[config.mk]
export PLATFORM = sky130hd
export DESIGN_NAME = uart_ttl_recv
export DESIGN_NICKNAME = d
export VERILOG_FILES = /design/src/rtl/uart_pkg.sv /design/src/rtl/uart_sync2.sv /design/src/rtl/uart_ttl_recv.sv
export SDC_FILE = /design/constraint.sdc
export NUM_CORES = 1
export LEC_CHECK = 0
export CAP_MARGIN = 25
export CORE_MARGIN = 2
export CORE_UTILIZATION = 54
export DETAILED_ROUTE_END_ITERATION = 10
export GPL_ROUTABILITY_DRIVEN = 0
export PLACE_DENSITY_LB_ADDON = 0.25
export SLEW_MARGIN = 15
export SYNTH_ARGS = -nofsm -noshare
export SYNTH_HDL_FRONTEND = slang
export SYNTH_HIERARCHICAL = 1
export SYNTH_SLANG_ARGS = --single-unit
[constraint.sdc]
create_clock -name clk -period 2.3 [get_ports clk]
set_input_delay 0.46 -clock clk [delete_from_list [all_inputs] [get_ports clk]]
set_output_delay 0.46 -clock clk [all_outputs]
set_load 0.05 [all_outputs]
[src/rtl/uart_pkg.sv]
// Shared UART definitions: receiver FSM states and link constants.
// Used by uart_ttl_recv and its synchroniser.
package uart_pkg;

  typedef enum logic [2:0] {
    IDLE,
    START,
    DATA,
    PARITY,
    STOP,
    WAIT_IDLE
  } uart_rx_state_t;

  localparam int   UART_OVERSAMPLE = 16;
  localparam int   UART_DATA_BITS  = 8;
  localparam logic UART_LINE_IDLE  = 1'b1;

endpackage

[src/rtl/uart_sync2.sv]
// Two-flop synchroniser for asynchronous pad inputs.
// RST_VAL sets the level both flops take during reset.
module uart_sync2 #(
  parameter logic RST_VAL = 1'b1
) (
  input  logic clk,
  input  logic rst_n,
  input  logic d,
  output logic q
);

  logic meta;

  always_ff @(posedge clk or negedge rst_n) begin
    if (!rst_n) begin
      meta <= RST_VAL;
      q    <= RST_VAL;
    end else begin
      meta <= d;
      q    <= meta;
    end
  end

endmodule

[src/rtl/uart_ttl_recv.sv]
// UART TTL receiver: 16x oversampled, mid-bit sampling, 8N1 frames.
// Define UART_RX_PARITY_EN for 8E1 frames with a live parity_err.
module uart_ttl_recv
  import uart_pkg::*;
#(
  parameter int OVERSAMPLE = UART_OVERSAMPLE,
  parameter int DATA_BITS  = UART_DATA_BITS
) (
  input  logic                 clk,
  input  logic                 rst_n,
  input  logic                 serial_recv,
  input  logic                 baud_x16_sign,
  output logic [DATA_BITS-1:0] recv_data,
  output logic                 recv_valid,
  output logic                 frame_err,
  output logic                 parity_err
);

  localparam int TW = $clog2(OVERSAMPLE);
  localparam int BW = $clog2(DATA_BITS);

  localparam logic [TW-1:0] T_MID = TW'(OVERSAMPLE / 2 - 1);
  localparam logic [TW-1:0] T_END = TW'(OVERSAMPLE - 1);
  localparam logic [BW-1:0] B_END = BW'(DATA_BITS - 1);

  uart_rx_state_t       state;
  logic                 rx_s;
  logic [TW-1:0]        tick_cnt;
  logic [BW-1:0]        bit_cnt;
  logic [DATA_BITS-1:0] shreg;
  logic                 samp;

  uart_sync2 #(
    .RST_VAL(UART_LINE_IDLE)
  ) u_sync (
    .clk  (clk),
    .rst_n(rst_n),
    .d    (serial_recv),
    .q    (rx_s)
  );

  assign samp = baud_x16_sign && (tick_cnt == T_END);

`ifdef UART_RX_PARITY_EN
  logic par_bad;
`else
  assign parity_err = 1'b0;
`endif

  always_ff @(posedge clk or negedge rst_n) begin
    if (!rst_n) begin
      state      <= IDLE;
      tick_cnt   <= '0;
      bit_cnt    <= '0;
      shreg      <= '0;
      recv_data  <= '0;
      recv_valid <= 1'b0;
      frame_err  <= 1'b0;
`ifdef UART_RX_PARITY_EN
      par_bad    <= 1'b0;
      parity_err <= 1'b0;
`endif
    end else begin
      recv_valid <= 1'b0;
      frame_err  <= 1'b0;
`ifdef UART_RX_PARITY_EN
      parity_err <= 1'b0;
`endif
      if (baud_x16_sign && state != IDLE && state != WAIT_IDLE)
        tick_cnt <= samp ? '0 : tick_cnt + 1'b1;
      unique case (state)
        IDLE: begin
          if (!rx_s) begin
            tick_cnt <= '0;
            state    <= START;
          end
        end
        START: begin
          if (baud_x16_sign && tick_cnt == T_MID) begin
            tick_cnt <= '0;
            bit_cnt  <= '0;
            state    <= rx_s ? IDLE : DATA;
          end
        end
        DATA: begin
          if (samp) begin
            shreg   <= {rx_s, shreg[DATA_BITS-1:1]};
            bit_cnt <= bit_cnt + 1'b1;
            if (bit_cnt == B_END) begin
`ifdef UART_RX_PARITY_EN
              state <= PARITY;
`else
              state <= STOP;
`endif
            end
          end
        end
`ifdef UART_RX_PARITY_EN
        PARITY: begin
          if (samp) begin
            par_bad <= rx_s ^ (^shreg);
            state   <= STOP;
          end
        end
`endif
        STOP: begin
          if (samp) begin
            if (!rx_s) begin
              frame_err <= 1'b1;
              state     <= WAIT_IDLE;
            end else begin
`ifdef UART_RX_PARITY_EN
              if (par_bad) begin
                parity_err <= 1'b1;
              end else begin
                recv_data  <= shreg;
                recv_valid <= 1'b1;
              end
`else
              recv_data  <= shreg;
              recv_valid <= 1'b1;
`endif
              state <= IDLE;
            end
          end
        end
        WAIT_IDLE: begin
          if (rx_s)
            state <= IDLE;
        end
        default: state <= IDLE;
      endcase
    end
  end

endmodule
==> qor.yml, run 1 <==
power_and_ir_drop:
  power_frac_seq: 0.459
  pwr-share-clk: 0.412
  net-switching-power_w: 0.0003215
  irDropWorstVdd_mv: 0.8786
  comb_power_share: 0.129
  p_leak_nw: 0.8195
  intPower_w: 0.001004
  p_sw_frac: 0.2426
  p_per_area_mw_per_mm2: 806.2
  power_w: 0.001326
placement:
  io_buffers: 13
  dp_hpwl_um: 1592
  place_inst: 161
worst_setup_path:
  slowest_delay_ns: 0.80
  path_delay_family: "buffers and inverters"
  slowest_stage: "clkdlybuf4s50_1"
  path_class: "flip-flop to output port"
  worstPathRequired_ns: 1.84
  r2r-start: "tick_cnt[0]"
  critPathLaunchType: "flip-flop"
  crit_fanout: 2
  r2r_setup_slack_ns: 0.51
  cp_num_buf_inv: 1
  worstSetupStartpoint: "recv_data[4]"
  r2r_end: "recv_data[5]"
  cp_data_arrival_time_ns: 1.48
  rr_worst_depth: 4
  endpoint_kind: "output port"
  worstPathCellList: "clkdlybuf4s50_1"
synth:
  netlist_instances: 121
  synth.cell_area_mm2: 0.001386
  synth.area.top_cells: "dfrtp_1 51%, mux2_1 8.1%, nand2_1 6.5%"
  synth-compound-area-share: 0.08123
  synth-async-reset-ratio: 1.000
  synthAdderAreaFrac: 0.02708
  synth_simple_gate_area_frac: 0.1940
  synth_mux_area_frac: 0.09657
  yosysUniqueCellTypes: 40
  ys_seq_elements: 30
  synth-edff-count: 0
  syn_area_per_cell_um2: 11.46
  synth_top_area_cell: "dfrtp_1"
  ys_seq_area_frac: 0.5433
  ys_warn_count: 6
  synthFlopType: "dfrtp_1"
  synthXorXnorAreaFrac: 0.01805
  synthDominantCellAreaShare: 0.5054
  synth_top_family_by_area: "simple AND/OR/NAND/NOR gates"
  synth_nets: 128
sta:
  rsz0062_at_grt: "no"
  whs_ns: 0.3584
  finalCritPeriodShare: 0.8441
  setup_tns_ns: 0
  timing.fmax_mhz: 515.1
  min_period_ns: 1.941
  slew_violations: 0
  setup_viol: 0
  clock_skew_ns: 0.009152
  hold_viol: 0
floorplan:
  core-area_mm2: 0.002455
  die_area_mm2: 0.002989
  die_h_um: 54.67
  io_pins: 15
  fp.dieW_um: 54.67
  initial_core_util: 0.5647
  rows: 18
route:
  drtIter0Drc: 9
  wire_per_inst_um: 13.22
  wl_um: 2234
  route.detailed.drc: 0
  drtAntennaViolNets: 0
  firstDrtPassIters: 4
  drt-vias-per-instance: 5.290
  routed-via-count: 894
clocking:
  cts-buffers-inserted: 5
  clockRootBuffer: "clkbuf_4"
  clockBufferDepth: 2
  cts_tree: "done"
  insertion_delay_ns: 0.32
  htreeDepth: 2
  postCtsHoldBufs: 0
  postCtsSetupBuffers: 0
  path_clk_slew_ns: 0.09
  clock_sinks: 30
  post_cts_resized: 0
finish:
  final_cell_mix: "28 x dfrtp_1, 24 x nand2_1, 13 x clkdlybuf4s50_1"
  drive_gt1_frac: 0.1439
  layout.cells.non_filler: 169
  final_nets: 145
  layout_commonest_cell: "dfrtp_1"
  diodes: 0
  final_core_util: 0.6697
  area_growth_syn_to_layout_pct: 18.59
hold_path:
  min_to: "u_sync/q"
  worstHoldPathCells: 0
  hold_class: "flip-flop to flip-flop"
  hold_start: "u_sync/meta"
global_routing:
  grt_pass1_wl_um: 3670
  grt_usage: 0.1841
  grt_max_degree: 31
  grt_overflow: 0
  grt_pass1_vias: 838
  antenna_found_initial: 0
flow_run:
  maxCapViolations: 0
outcome:
  outcome: "finished clean"
## Yosys cell counts, types with 2 or more instances
cell type and instances:
nand3_1 2, a21boi_0 2, buf_4 3, mux2_1 10, inv_1 2, or3_1 2
o21ai_1 2, ha_1 3, a22o_1 2, nand2_1 24, buf_2 2, nor2_2 2
a21oi_1 3, nand2b_1 3, dfstp_2 2, nor2_1 5, nor3_1 2, dfrtp_1 28
## worst max path at each step
stage                    to  slack, ns  depth (start not counted)
3_5_place_dp   recv_data[7]       0.11                          4
5_1_grt        recv_data[6]       0.28                          1
6_report       recv_data[4]       0.36                          1
2_1_floorplan      state[0]       0.69                          6
4_1_cts        recv_data[4]       0.34                          1
3_3_place_gp   recv_data[4]       0.19                          4
## sequential cells by signal, summed over array words and instances (netlist names)
signal and flops:
bit_cnt 3, frame_err 1, recv_data 8, recv_valid 1, shreg 8, state 3, tick_cnt 4, u_sync/meta 1
u_sync/q 1
## per-layer routing
| metal | global-route usage | wire [µm] | vias to the layer above |
|---|---|---|---|
| met5 | 0 | 0 | - |
| met4 | 0.1125 | 53 | 0 |
| met3 | 0.06831 | 103 | 7 |
| met2 | 0.2917 | 1074 | 17 |
| met1 | 0.2091 | 1003 | 426 |
| li1 | - | - | 444 |
## final cells by class
type                    instances  area, µm²
flip-flops and latches         30      753.2
repair buffers                 16      152.6
clock inverters                 2      60.06
well taps                      30      37.54
inverters                       2      7.507
multi-input cells              83      581.8
clock buffers                   6      51.30
fillers                       198      810.8
## cells by family after synthesis
| kind of cell | after synthesis |
|---|---|
| mux | 12 |
| xor+xnor | 2 |
| other cells | 1 |
| compound gates | 15 |
| flops | 30 |
| simple gates | 50 |
| fa+ha+maj | 3 |
| buf+inv | 8 |
## power groups by stage
stage	sequential (W)	clock, W	combinational (W)
global route	0.000614	0.000593	0.000192
CTS	0.000608	0.000559	0.000174
floorplan	0.000584	0	0.000174
finish	0.000608	0.000546	0.000171
detailed placement	0.000618	0	0.000175
global placement	0.000618	0	0.000165
## metrics by stage
step,instance area (µm²),setup WS (ns)
6_report,1644,0.3586
5_1_grt,1644,0.2800
4_1_cts,1644,0.3383
3_5_place_dp,1533,0.1116
3_3_place_gp,1533,0.1887
2_1_floorplan,1386,0.6933
(Power assumes the default switching activity.)
==> inputs of run 2 (changes only) <==
--- a/config.mk
+++ b/config.mk
@@ -7,7 +7,7 @@
 export LEC_CHECK = 0
 export CAP_MARGIN = 25
 export CORE_MARGIN = 2
-export CORE_UTILIZATION = 54
+export CORE_UTILIZATION = 49
 export DETAILED_ROUTE_END_ITERATION = 10
 export GPL_ROUTABILITY_DRIVEN = 0
 export PLACE_DENSITY_LB_ADDON = 0.25
==> constraint.sdc (replaced) <==
create_clock -name clk -period 1.72 [get_ports clk]
set_input_delay 0.344 -clock clk [delete_from_list [all_inputs] [get_ports clk]]
set_output_delay 0.344 -clock clk [all_outputs]
set_load 0.05 [all_outputs]
==> qor.yml, run 2 (synthesis results as in run 1) <==
worst_setup_path:
  rr_worst_depth: 6  # +2
  worstPathRequired_ns: 1.92  # +0.08 ns
  r2r-start: "bit_cnt[1]"
  cp_num_buf_inv: 0  # -1
  path_delay_family: "flip-flops"
  r2r_end: "state[0]"
  path_class: "flip-flop to flip-flop"
  crit_cells: 6  # +5
  cp_data_arrival_time_ns: 1.87  # +0.39 ns
  slowest_delay_ns: 0.39  # -0.41 ns
  r2r_setup_slack_ns: 0.05  # -0.46 ns
  slowest_stage: "dfrtp_1"
  critPathLaunchType: "flip-flop"
  crit_fanout: 2  # unchanged
  endpoint_kind: "flip-flop"
  worstPathCellList: "ha_2, ha_4, nor4b_4, a311o_1, nor2_2, mux2_4"
sta:
  whs_ns: 0.3595  # +0.001137 ns
  fin_ws_ns: 0.05180  # -0.3068 ns
  setup_tns_ns: 0  # unchanged
  slew_violations: 0  # unchanged
  hold_viol: 0  # unchanged
  rsz0062_at_grt: "yes"
  clock_skew_ns: 0.008076  # -0.001076 ns
  setup_viol: 0  # unchanged
  finalCritPeriodShare: 0.9699
  min_period_ns: 1.668
  timing.fmax_mhz: 599.4
clocking:
  insertion_delay_ns: 0.31  # about the same
  clock_sinks: 30  # unchanged
  postCtsHoldBufs: 0  # unchanged
  cts_tree: "done"
  htreeDepth: 2  # unchanged
  clockRootBuffer: "clkbuf_4"
  path_clk_slew_ns: 0.09  # about the same
  clockBufferDepth: 2  # unchanged
  cts-buffers-inserted: 5  # unchanged
route:
  wl_um: 2533  # +13%
  drtIter0Drc: 33  # +24
  wire_per_inst_um: 13.84  # +4.7%
  routed-via-count: 963  # +7.7%
  route.detailed.drc: 0  # unchanged
  drt-vias-per-instance: 5.262  # -0.52%
  firstDrtPassIters: 4  # unchanged
  drtAntennaViolNets: 0  # unchanged
finish:
  fillers: 232  # +17%
  layout.cells.non_filler: 183  # +8.3%
  drive_gt1_frac: 0.3224  # +0.1785
  multiInputGateArea_um2: 619.3  # +6.5%
  seqCellArea_um2: 753.2  # unchanged
  layout_commonest_cell: "dfrtp_1"
  final_area_mm2: 0.001733  # +5.4%
  final_cell_mix: "28 x dfrtp_1, 27 x buf_4, 24 x nand2_1"
  final_nets: 159  # +9.7%
  area_growth_syn_to_layout_pct: 25.00
  diodes: 0  # unchanged
  reg_top3: "recv_data (8), shreg (8), tick_cnt (4)"
flow_run:
  maxCapViolations: 0  # unchanged
global_routing:
  grt_overflow: 0  # unchanged
  grt_pass1_wl_um: 4416  # +20%
  antenna_found_initial: 0  # unchanged
  grt_usage: 0.1768  # -0.007381
  grt_max_degree: 31  # unchanged
  grt_pass1_vias: 1014  # +21%
hold_path:
  hold_class: "flip-flop to flip-flop"
  worstHoldPathCells: 0  # unchanged
  min_to: "u_sync/q"
  hold_start: "u_sync/meta"
placement:
  post-place-ws_ns: -0.2522  # -0.3638 ns
  io_buffers: 13  # unchanged
  place_inst: 174  # +8.1%
  dp_hpwl_um: 1857  # +17%
  post_dp_cell_area_mm2: 0.001599  # +4.3%
floorplan:
  die_h_um: 57.19  # +4.6%
  core-area_mm2: 0.002710  # +10%
  initial_core_util: 0.5115  # -0.05319
  io_pins: 15  # unchanged
  die_area_mm2: 0.003271  # +9.4%
  rows: 19  # +1
  fp.dieW_um: 57.19  # +4.6%
power_and_ir_drop:
  p_per_area_mw_per_mm2: 989.9  # +23%
  net-switching-power_w: 0.0004496  # +40%
  irDropWorstVdd_mv: 0.6284  # -28%
  comb_power_share: 0.203  # +0.074
  pwr-share-clk: 0.331  # -0.081
  p_leak_nw: 0.8975  # +9.5%
  p_sw_frac: 0.2621  # +0.01955
  intPower_w: 0.001266  # +26%
  power_frac_seq: 0.466  # +0.007
outcome:
  outcome: "finished clean"
-- run 2: worst max-delay path by stage --
| stage | slack, ns | startpoint | to |
|---|---|---|---|
| 2_1_floorplan | 0.11 | bit_cnt[0] | state[0] |
| 3_3_place_gp | -0.18 | baud_x16_sign | recv_data[4] |
| 3_5_place_dp | -0.25 | baud_x16_sign | recv_data[4] |
| 4_1_cts | 0.002 | tick_cnt[1] | recv_data[4] |
| 5_1_grt | -0.03 | bit_cnt[1] | state[0] |
| 6_report | 0.05 | bit_cnt[1] | state[0] |
-- run 2: per-layer routing --
| layer | global-route usage | vias up | wire length [µm] |
|---|---|---|---|
| li1 | - | 473 | - |
| met1 | 0.2081 | 475 | 1110 |
| met2 | 0.3120 | 13 | 1339 |
| met3 | 0.04762 | 2 | 66 |
| met4 | 0.05980 | 0 | 17 |
| met5 | 0 | - | 0 |
-- run 2: layout make-up --
type / count / share of cell area
sequential: 30 / 0.4347
multi-input combinational: 83 / 0.3574
timing repair buffer: 30 / 0.1343
clock buffer: 6 / 0.02960
tap: 31 / 0.02238
clock inverter: 1 / 0.01733
inverter: 2 / 0.004332
-- run 2: stage by stage --
step                      power [W]    util
after CTS                  0.001710  0.6251
after global placement     0.001120  0.5900
after global routing       0.001805  0.6394
after floorplan            0.001013       -
after detailed placement   0.001141  0.5900
final                      0.001715  0.6394
-- run 2: repair_timing --
| item | CTS | global route |
|---|---|---|
| endpoints found under the setup margin | 1 | 19 |
| setup buffers | 1 | 1 |
| gates resized for setup | 1 | 8 |
| pin swaps | 1 | 4 |
-- run 2: power by group through the flow --
| stage | Combinational, W | Sequential (W) | Clock, W |
|---|---|---|---|
| after global routing | 0.000389 | 0.000807 | 0.000609 |
| after CTS | 0.000338 | 0.000794 | 0.000579 |
| after detailed placement | 0.000336 | 0.000805 | 0 |
| after global placement | 0.000317 | 0.000802 | 0 |
| after floorplan | 0.000232 | 0.000781 | 0 |
| final | 0.000349 | 0.000799 | 0.000568 |
